--- config.mk ---
export PLATFORM = sky130hd
export DESIGN_NAME = rob_retire_unit_flat
export DESIGN_NICKNAME = d
export VERILOG_FILES = /design/src/rtl/rob_retire_if.sv /design/src/rtl/rob_retire_unit.sv /design/src/flat_wrapper.sv
export SDC_FILE = /design/constraint.sdc
export NUM_CORES = 2
export LEC_CHECK = 0
export BUFFER_PORTS_ARGS = -buffer_cell sky130_fd_sc_hd__buf_4
export CAP_MARGIN = 20
export CORE_MARGIN = 1
export CORE_UTILIZATION = 40
export DETAILED_ROUTE_END_ITERATION = 6
export HOLD_SLACK_MARGIN = 0.15
export PLACE_DENSITY_LB_ADDON = 0.08
export SLEW_MARGIN = 30
export SYNTH_ARGS = -nofsm -noshare
export SYNTH_HDL_FRONTEND = slang
export SYNTH_SLANG_ARGS = --single-unit
--- constraint.sdc ---
create_clock -name clk -period 7 [get_ports clk]
set_input_delay 0.7 -clock clk [delete_from_list [all_inputs] [get_ports clk]]
set_output_delay 0.7 -clock clk [all_outputs]
set_load 0.05 [all_outputs]
--- src/rtl/rob_retire_if.sv ---
// Dispatch, completion-bus and retirement-port signals of rob_retire_unit.
// master = dispatch/execute side driving the unit, slave = the reorder buffer itself.
interface rob_retire_if #(
    parameter int TAG_W  = 4,
    parameter int DATA_W = 16
);
    // Allocation handshake: lanes in alloc_valid are accepted at a clock edge only when
    // alloc_ready is high in that cycle and alloc_valid is a contiguous prefix from lane 0;
    // alloc_tag[i] is the tag that lane i receives if accepted.
    logic [3:0]              alloc_valid;
    logic [3:0]              alloc_has_dest;
    logic [3:0][3:0]         alloc_dest_reg;
    logic                    alloc_ready;
    logic [3:0][TAG_W-1:0]   alloc_tag;
    logic [1:0]              cdb_valid;
    logic [1:0][TAG_W-1:0]   cdb_tag;
    logic [1:0][DATA_W-1:0]  cdb_value;
    logic                    flush;
    logic [3:0]              retirement_write_data_enable;
    logic [3:0][3:0]         retirement_target_reg;
    logic [3:0][DATA_W-1:0]  retirement_write_data;
    logic [3:0][TAG_W-1:0]   instruction_writer;
    logic                    rob_empty;

    modport master (
        output alloc_valid, alloc_has_dest, alloc_dest_reg,
        output cdb_valid, cdb_tag, cdb_value, flush,
        input  alloc_ready, alloc_tag, rob_empty,
        input  retirement_write_data_enable, retirement_target_reg,
        input  retirement_write_data, instruction_writer
    );

    modport slave (
        input  alloc_valid, alloc_has_dest, alloc_dest_reg,
        input  cdb_valid, cdb_tag, cdb_value, flush,
        output alloc_ready, alloc_tag, rob_empty,
        output retirement_write_data_enable, retirement_target_reg,
        output retirement_write_data, instruction_writer
    );
endinterface

--- src/rtl/rob_retire_unit.sv ---
// 16-entry in-order reorder buffer with 4-wide allocate, 2 completion ports and 4-wide retirement.
// Optional head-stall cycle counter enabled by defining ROB_STALL_STATS_EN.
module rob_retire_unit #(
    parameter int DEPTH  = 16,
    parameter int TAG_W  = 4,
    parameter int DATA_W = 16
) (
    input  logic        clk,
    input  logic        rst_n,
`ifdef ROB_STALL_STATS_EN
    output logic [15:0] stall_cycles,
`endif
    rob_retire_if.slave bus
);
    localparam logic [TAG_W:0] ALLOC_MAX = (TAG_W+1)'(DEPTH - 4);

    logic [DEPTH-1:0]        r_valid;
    logic [DEPTH-1:0]        r_done;
    logic [DEPTH-1:0]        r_has_dest;
    logic [3:0]              r_dest  [DEPTH];
    logic [DATA_W-1:0]       r_value [DEPTH];
    logic [TAG_W-1:0]        r_head;
    logic [TAG_W-1:0]        r_tail;
    logic [TAG_W:0]          r_count;

    logic [3:0]              r_ret_en;
    logic [3:0][3:0]         r_ret_target;
    logic [3:0][DATA_W-1:0]  r_ret_data;
    logic [3:0][TAG_W-1:0]   r_ret_writer;

    logic                    w_alloc_fire;
    logic [2:0]              w_n_alloc;
    logic [3:0]              w_ret;
    logic [2:0]              w_n_ret;
    logic [TAG_W-1:0]        w_ridx [4];

    // Readiness uses the count before this cycle's retirement, so freed slots show up next cycle.
    assign bus.alloc_ready = (r_count <= ALLOC_MAX);
    assign bus.rob_empty   = (r_count == '0);
    assign w_alloc_fire    = bus.alloc_ready && bus.alloc_valid[0];

    assign bus.retirement_write_data_enable = r_ret_en;
    assign bus.retirement_target_reg        = r_ret_target;
    assign bus.retirement_write_data        = r_ret_data;
    assign bus.instruction_writer           = r_ret_writer;

    always_comb begin
        w_n_alloc = 3'd0;
        if (w_alloc_fire) begin
            w_n_alloc = 3'd1;
            if (bus.alloc_valid[1]) w_n_alloc = 3'd2;
            if (bus.alloc_valid[2:1] == 2'b11) w_n_alloc = 3'd3;
            if (bus.alloc_valid[3:1] == 3'b111) w_n_alloc = 3'd4;
        end
        for (int i = 0; i < 4; i++) begin
            bus.alloc_tag[i] = r_tail + TAG_W'(i);
        end
    end

    // Retire the longest run of valid+done entries starting at head, at most four.
    always_comb begin
        logic w_run;
        w_run   = 1'b1;
        w_n_ret = 3'd0;
        for (int j = 0; j < 4; j++) begin
            w_ridx[j] = r_head + TAG_W'(j);
            w_run     = w_run && r_valid[w_ridx[j]] && r_done[w_ridx[j]];
            w_ret[j]  = w_run;
            if (w_run) w_n_ret = w_n_ret + 3'd1;
        end
    end

    always_ff @(posedge clk or negedge rst_n) begin
        if (!rst_n) begin
            r_valid    <= '0;
            r_done     <= '0;
            r_has_dest <= '0;
            r_head     <= '0;
            r_tail     <= '0;
            r_count    <= '0;
            for (int i = 0; i < DEPTH; i++) begin
                r_dest[i]  <= '0;
                r_value[i] <= '0;
            end
        end else if (bus.flush) begin
            r_valid <= '0;
            r_done  <= '0;
            r_head  <= '0;
            r_tail  <= '0;
            r_count <= '0;
        end else begin
            // Port 1 first so that port 0 overrides it on a shared tag.
            for (int k = 1; k >= 0; k--) begin
                if (bus.cdb_valid[k] && r_valid[bus.cdb_tag[k]]) begin
                    r_done[bus.cdb_tag[k]]  <= 1'b1;
                    r_value[bus.cdb_tag[k]] <= bus.cdb_value[k];
                end
            end
            for (int j = 0; j < 4; j++) begin
                if (w_ret[j]) r_valid[w_ridx[j]] <= 1'b0;
            end
            if (w_alloc_fire) begin
                for (int i = 0; i < 4; i++) begin
                    if (bus.alloc_valid[i]) begin
                        r_valid[r_tail + TAG_W'(i)]    <= 1'b1;
                        r_done[r_tail + TAG_W'(i)]     <= 1'b0;
                        r_has_dest[r_tail + TAG_W'(i)] <= bus.alloc_has_dest[i];
                        r_dest[r_tail + TAG_W'(i)]     <= bus.alloc_dest_reg[i];
                    end
                end
            end
            r_head  <= r_head + TAG_W'(w_n_ret);
            r_tail  <= r_tail + TAG_W'(w_n_alloc);
            r_count <= r_count + (TAG_W+1)'(w_n_alloc) - (TAG_W+1)'(w_n_ret);
        end
    end

    always_ff @(posedge clk or negedge rst_n) begin
        if (!rst_n) begin
            r_ret_en     <= '0;
            r_ret_target <= '0;
            r_ret_data   <= '0;
            r_ret_writer <= '0;
        end else if (bus.flush) begin
            r_ret_en <= '0;
        end else begin
            for (int j = 0; j < 4; j++) begin
                r_ret_en[j] <= w_ret[j] && r_has_dest[w_ridx[j]];
                if (w_ret[j]) begin
                    r_ret_target[j] <= r_dest[w_ridx[j]];
                    r_ret_data[j]   <= r_value[w_ridx[j]];
                    r_ret_writer[j] <= w_ridx[j];
                end
            end
        end
    end

`ifdef ROB_STALL_STATS_EN
    logic [15:0] r_stall_cycles;

    always_ff @(posedge clk or negedge rst_n) begin
        if (!rst_n) begin
            r_stall_cycles <= '0;
        end else if (bus.flush) begin
            r_stall_cycles <= '0;
        end else if (r_count != '0 && !r_done[r_head] && r_stall_cycles != 16'hFFFF) begin
            r_stall_cycles <= r_stall_cycles + 16'd1;
        end
    end

    assign stall_cycles = r_stall_cycles;
`endif

    a_alloc_prefix: assert property (@(posedge clk) disable iff (!rst_n)
        ((bus.alloc_valid & (bus.alloc_valid + 4'd1)) == 4'd0))
        else $error("rob_retire_unit: non-prefix alloc_valid %b", bus.alloc_valid);

endmodule
--- src/flat_wrapper.sv ---
// flat-port wrapper written by rule: the top's interface ports become plain ports
module rob_retire_unit_flat 
#(
    parameter int DEPTH  = 16,
    parameter int TAG_W  = 4,
    parameter int DATA_W = 16
)
  (clk, rst_n, bus_alloc_valid, bus_alloc_has_dest, bus_alloc_dest_reg, bus_cdb_valid, bus_cdb_tag, bus_cdb_value, bus_flush, bus_alloc_ready, bus_alloc_tag, bus_rob_empty, bus_retirement_write_data_enable, bus_retirement_target_reg, bus_retirement_write_data, bus_instruction_writer);
  rob_retire_if #(.TAG_W(TAG_W), .DATA_W(DATA_W)) bus_i ();
  input  logic clk;
  input  logic rst_n;
  input wire logic [$bits(bus_i.alloc_valid)-1:0] bus_alloc_valid;
  input wire logic [$bits(bus_i.alloc_has_dest)-1:0] bus_alloc_has_dest;
  input wire logic [$bits(bus_i.alloc_dest_reg)-1:0] bus_alloc_dest_reg;
  input wire logic [$bits(bus_i.cdb_valid)-1:0] bus_cdb_valid;
  input wire logic [$bits(bus_i.cdb_tag)-1:0] bus_cdb_tag;
  input wire logic [$bits(bus_i.cdb_value)-1:0] bus_cdb_value;
  input wire logic [$bits(bus_i.flush)-1:0] bus_flush;
  output wire logic [$bits(bus_i.alloc_ready)-1:0] bus_alloc_ready;
  output wire logic [$bits(bus_i.alloc_tag)-1:0] bus_alloc_tag;
  output wire logic [$bits(bus_i.rob_empty)-1:0] bus_rob_empty;
  output wire logic [$bits(bus_i.retirement_write_data_enable)-1:0] bus_retirement_write_data_enable;
  output wire logic [$bits(bus_i.retirement_target_reg)-1:0] bus_retirement_target_reg;
  output wire logic [$bits(bus_i.retirement_write_data)-1:0] bus_retirement_write_data;
  output wire logic [$bits(bus_i.instruction_writer)-1:0] bus_instruction_writer;
  assign bus_i.alloc_valid = bus_alloc_valid;
  assign bus_i.alloc_has_dest = bus_alloc_has_dest;
  assign bus_i.alloc_dest_reg = bus_alloc_dest_reg;
  assign bus_i.cdb_valid = bus_cdb_valid;
  assign bus_i.cdb_tag = bus_cdb_tag;
  assign bus_i.cdb_value = bus_cdb_value;
  assign bus_i.flush = bus_flush;
  assign bus_alloc_ready = bus_i.alloc_ready;
  assign bus_alloc_tag = bus_i.alloc_tag;
  assign bus_rob_empty = bus_i.rob_empty;
  assign bus_retirement_write_data_enable = bus_i.retirement_write_data_enable;
  assign bus_retirement_target_reg = bus_i.retirement_target_reg;
  assign bus_retirement_write_data = bus_i.retirement_write_data;
  assign bus_instruction_writer = bus_i.instruction_writer;
  rob_retire_unit #(.DEPTH(DEPTH), .TAG_W(TAG_W), .DATA_W(DATA_W)) u_core (.clk(clk), .rst_n(rst_n), .bus(bus_i));
endmodule
==> impl_metrics.yaml <==
final_layout:
  regMostFlops: "u_core.r_value"
  largest_register_ffs: 256
  n_fill_cell: 8031
  syn_to_final_growth_pct: 14.29
  regArea_sq_um: 12050
  num_antenna_cells: 0
  multiInputGateArea_sq_um: 22220
  layout.nets: 3353
  drive_above_1_share: 0.2991
  fin_util: 0.4641
hold_path:
  hp-start: "u_core.bus.retirement_write_data[31]$_DFFE_PN0P_"
  min_to: "u_core.bus.retirement_write_data[31]$_DFFE_PN0P_"
  hold_depth: 1
  hp-class: "reg2reg"
clock_network:
  post_cts_resized: 0
  clock_latency_ns: 0.68
  cts.sinks: 481
  cts-buffers-inserted: 59
  clockBufferDepth: 3
  tritoncts: "done"
  cts_root_buf: "clkbuf_16"
  htreeDepth: 2
  path_clk_slew_ns: 0.06
routing:
  detail-route-antenna-nets: 0
  vias_per_cell: 7.161
  num_vias: 31925
  drc: 0
  detail_route.wirelength_microns: 157500
  post_drt_wl_per_cell_microns: 35.32
  drtPass1Iterations: 6
  drt_iter0_markers: 4397
place:
  routabilityCongestion: 0.9847
  port_buffers: 186
  dp.final_hpwl_microns: 101500
sta:
  slew_violations: 0
  final_hold_viol_count: 0
  setup_viol: 0
  fin_setup_tns_ns: 0
  relSlewSlack: 0.2546
  tightestPinTransition_ns: 1.116
  post-route-period-util: 0.8786
  skew_ns: 0.03836
  grt_setup_unrepaired: "false"
  final_period_minus_worst_setup_slack_ns: 6.150
  fmax_mhz: 162.6
die:
  core_sq_um: 87160
  core.rowCount: 108
  dieHeight_microns: 299.5
  start_util: 0.4061
  dieArea_sq_um: 89680
  die_width_microns: 299.5
  io_pins: 187
critical_path:
  worstSetupStartpointType: "flip-flop"
  reg2reg_to: "u_core.r_count[4]$_DFF_PN0_"
  crit_path_max_incr_delay_ns: 0.79
  crit_chain: "buf_4 > xor2_4 > buf_4 > o2111ai_1 > nand4_2 > a221oi_4 > nand2_1 > inv_1 > ha_1 > xnor2_1 > ha_1 > o21ai_0 > fa_1 > fa_1 > a21o_1 > a21oi_1 > xor2_1 > nor2_1"
  r2r_setup_slack_ns: 0.85
  slowest_stage: "dfrtp_2"
  reg2regPathDepth: 18
  cp.arrival_ns: 6.66
  cpLargestDelayFamily: "adder cells"
  endpoint_kind: "flip-flop"
  cp.required_ns: 7.51
  criticalPathCategory: "reg2reg"
  path_max_fanout: 23
  path_buf_inv: 3
  r2r-start: "u_core.r_head[2]$_DFF_PN0_"
run_status:
  status: "complete, no violations"
global_route:
  grt_pass1_wl_microns: 226200
  grt_usage: 0.3468
  grt-ovfl-total: 0
  grt_max_degree: 150
  grt_pass1_vias: 30699
  antenna_found_initial: 5
synthesis:
  synth_cell_type_count: 76
  syn_area_per_cell_sq_um: 10.87
  yosys_warnings: 0
  post_synth_instance_area_sq_um: 35400
  synth-seq-cells: 481
  dominantRegCellSynth: "dfrtp_1"
  synthArstFlopShare: 1.000
  syn-num-nets: 3357
  synthCells: 3256
  synth-seq-area-share: 0.3401
  synth_edf_count: 0
power:
  power_density_nw_per_um2: 250.0
  power_leakage_nw: 16.56
  max-vdd-ir-drop_uv: 191.1
run:
  cap_violations: 0
==> cells in the mapped netlist (all sizes together), types with 5 or more instances <==
cell type	count	area, sq um
o41ai	7	61.31
o211ai	103	773.2
mux2i	139	1391
nor3b	8	60.06
ha	27	337.8
and2	10	62.56
o22ai	6	37.54
nand4b	9	78.83
xor2	11	103.9
mux2	88	1122
a21o	12	90.09
nor2b	11	68.82
dfrtp	481	12040
a41oi	8	70.07
mux4	399	8986
nand4	29	193.9
o21ai	151	755.7
and3	29	181.4
buf	121	610.6
clkbuf	221	829.6
nor3	39	226.5
a221oi	260	2295
o31ai	29	217.7
nor2	425	1610
inv	50	187.7
nand2b	8	50.05
a21oi	52	260.3
nand3	44	220.2
a31oi	21	131.4
fa	5	100.1
xnor2	11	103.9
nand3b	5	37.54
nand2	346	1299
a41o	9	90.09
o32ai	7	68.82
nor4	11	68.82
a211oi	13	102.6
==> worst register-to-register path: stages (launching register included) <==
cell       delay, ns
dfrtp_2         0.79
buf_4           0.70
xor2_4          0.19
buf_4           0.27
o2111ai_1       0.17
nand4_2         0.18
a221oi_4        0.42
nand2_1         0.19
inv_1           0.14
ha_1            0.28
xnor2_1         0.23
ha_1            0.28
o21ai_0         0.54
fa_1            0.56
fa_1            0.48
a21o_1          0.20
a21oi_1         0.18
xor2_1          0.16
nor2_1          0.06
==> through the flow <==
stage               cell area (sq um)  hold WS (ns)  power (mW)  setup slack [ns]  cells
floorplan                       35400        0.4044       5.514             1.143   3256
global placement                37820        0.4636       6.398             1.004   4330
detailed placement              38090        0.4704       6.481            0.9519   4343
CTS                             40370        0.4545       10.10            0.9243   4456
global route                    40450        0.4808       10.53            0.4900   4458
finish                          40450        0.4793       10.11            0.8499   4458
==> worst max-delay path by stage <==
stage / from / endpoint / cells after the start
CTS: u_core.r_head[2]$_DFF_PN0_ / u_core.r_count[4]$_DFF_PN0_ / 16
global placement: u_core.r_head[2]$_DFF_PN0_ / u_core.r_count[4]$_DFF_PN0_ / 18
finish: u_core.r_head[2]$_DFF_PN0_ / u_core.r_count[4]$_DFF_PN0_ / 18
floorplan: u_core.r_head[0]$_DFF_PN0_ / u_core.r_count[4]$_DFF_PN0_ / 22
detailed placement: u_core.r_head[2]$_DFF_PN0_ / u_core.r_count[4]$_DFF_PN0_ / 15
global route: u_core.r_head[0]$_DFF_PN0_ / u_core.r_count[4]$_DFF_PN0_ / 18
==> cells in the final DEF (no fill, tap or decap), types with 25 or more instances in the layout <==
| cell type | count |
|---|---|
| ha_1 | 25 |
| nor2_2 | 51 |
| mux2_2 | 53 |
| nand4_1 | 27 |
| dfrtp_1 | 475 |
| nand2_1 | 344 |
| and3_1 | 28 |
| a21oi_1 | 42 |
| mux2_4 | 35 |
| o31ai_1 | 29 |
| a221oi_1 | 259 |
| o21ai_0 | 148 |
| o211ai_1 | 103 |
| nor3_1 | 32 |
| nand3_1 | 44 |
| nor2_1 | 363 |
| buf_4 | 253 |
| clkbuf_16 | 60 |
| mux2i_1 | 139 |
| inv_1 | 48 |
| mux4_2 | 399 |
==> timing repair <==
item                      4_1_cts  5_1_grt
hold endpoints to repair       66        0
setup buffers                   0        0
hold buffers                    1        0
==> logic make-up (layout without fill, tap and decap cells) <==
family	Yosys count	after routing	share of synthesized area
simple gates	994	994	0.1226
compound gates	706	706	0.1479
mux	626	626	0.3249
flops	481	481	0.3401
buf+inv	395	442	0.04631
fa+ha+maj	32	32	0.01237
xor+xnor	22	22	0.005868
==> power by group <==
part	switching (mW)	internal (mW)	total, mW	leakage, nW
clock network	1.40	2.20	3.60	1.09
registers	0.640	3.17	3.81	6.59
logic	1.41	1.30	2.70	8.88
total	3.45	6.66	10.1	16.6
==> area by class of cell <==
type,instances,share of cell area
sequential,481,0.2978
clock buffer,73,0.04080
timing repair buffer,277,0.05607
clock inverter,39,0.01546
multi-input combinational,2380,0.5492
tap,1155,0.03572
inverter,53,0.004918
==> routing by layer <==
| metal | global-route usage | wire, microns | vias to the layer above |
|---|---|---|---|
| met5 | 0 | 46 | - |
| met4 | 0.1656 | 8587 | 8 |
| met3 | 0.08654 | 17200 | 430 |
| met2 | 0.5300 | 70920 | 2303 |
| met1 | 0.4622 | 60720 | 16460 |
| li1 | - | - | 12724 |
Power figures use the tool's default switching activity.
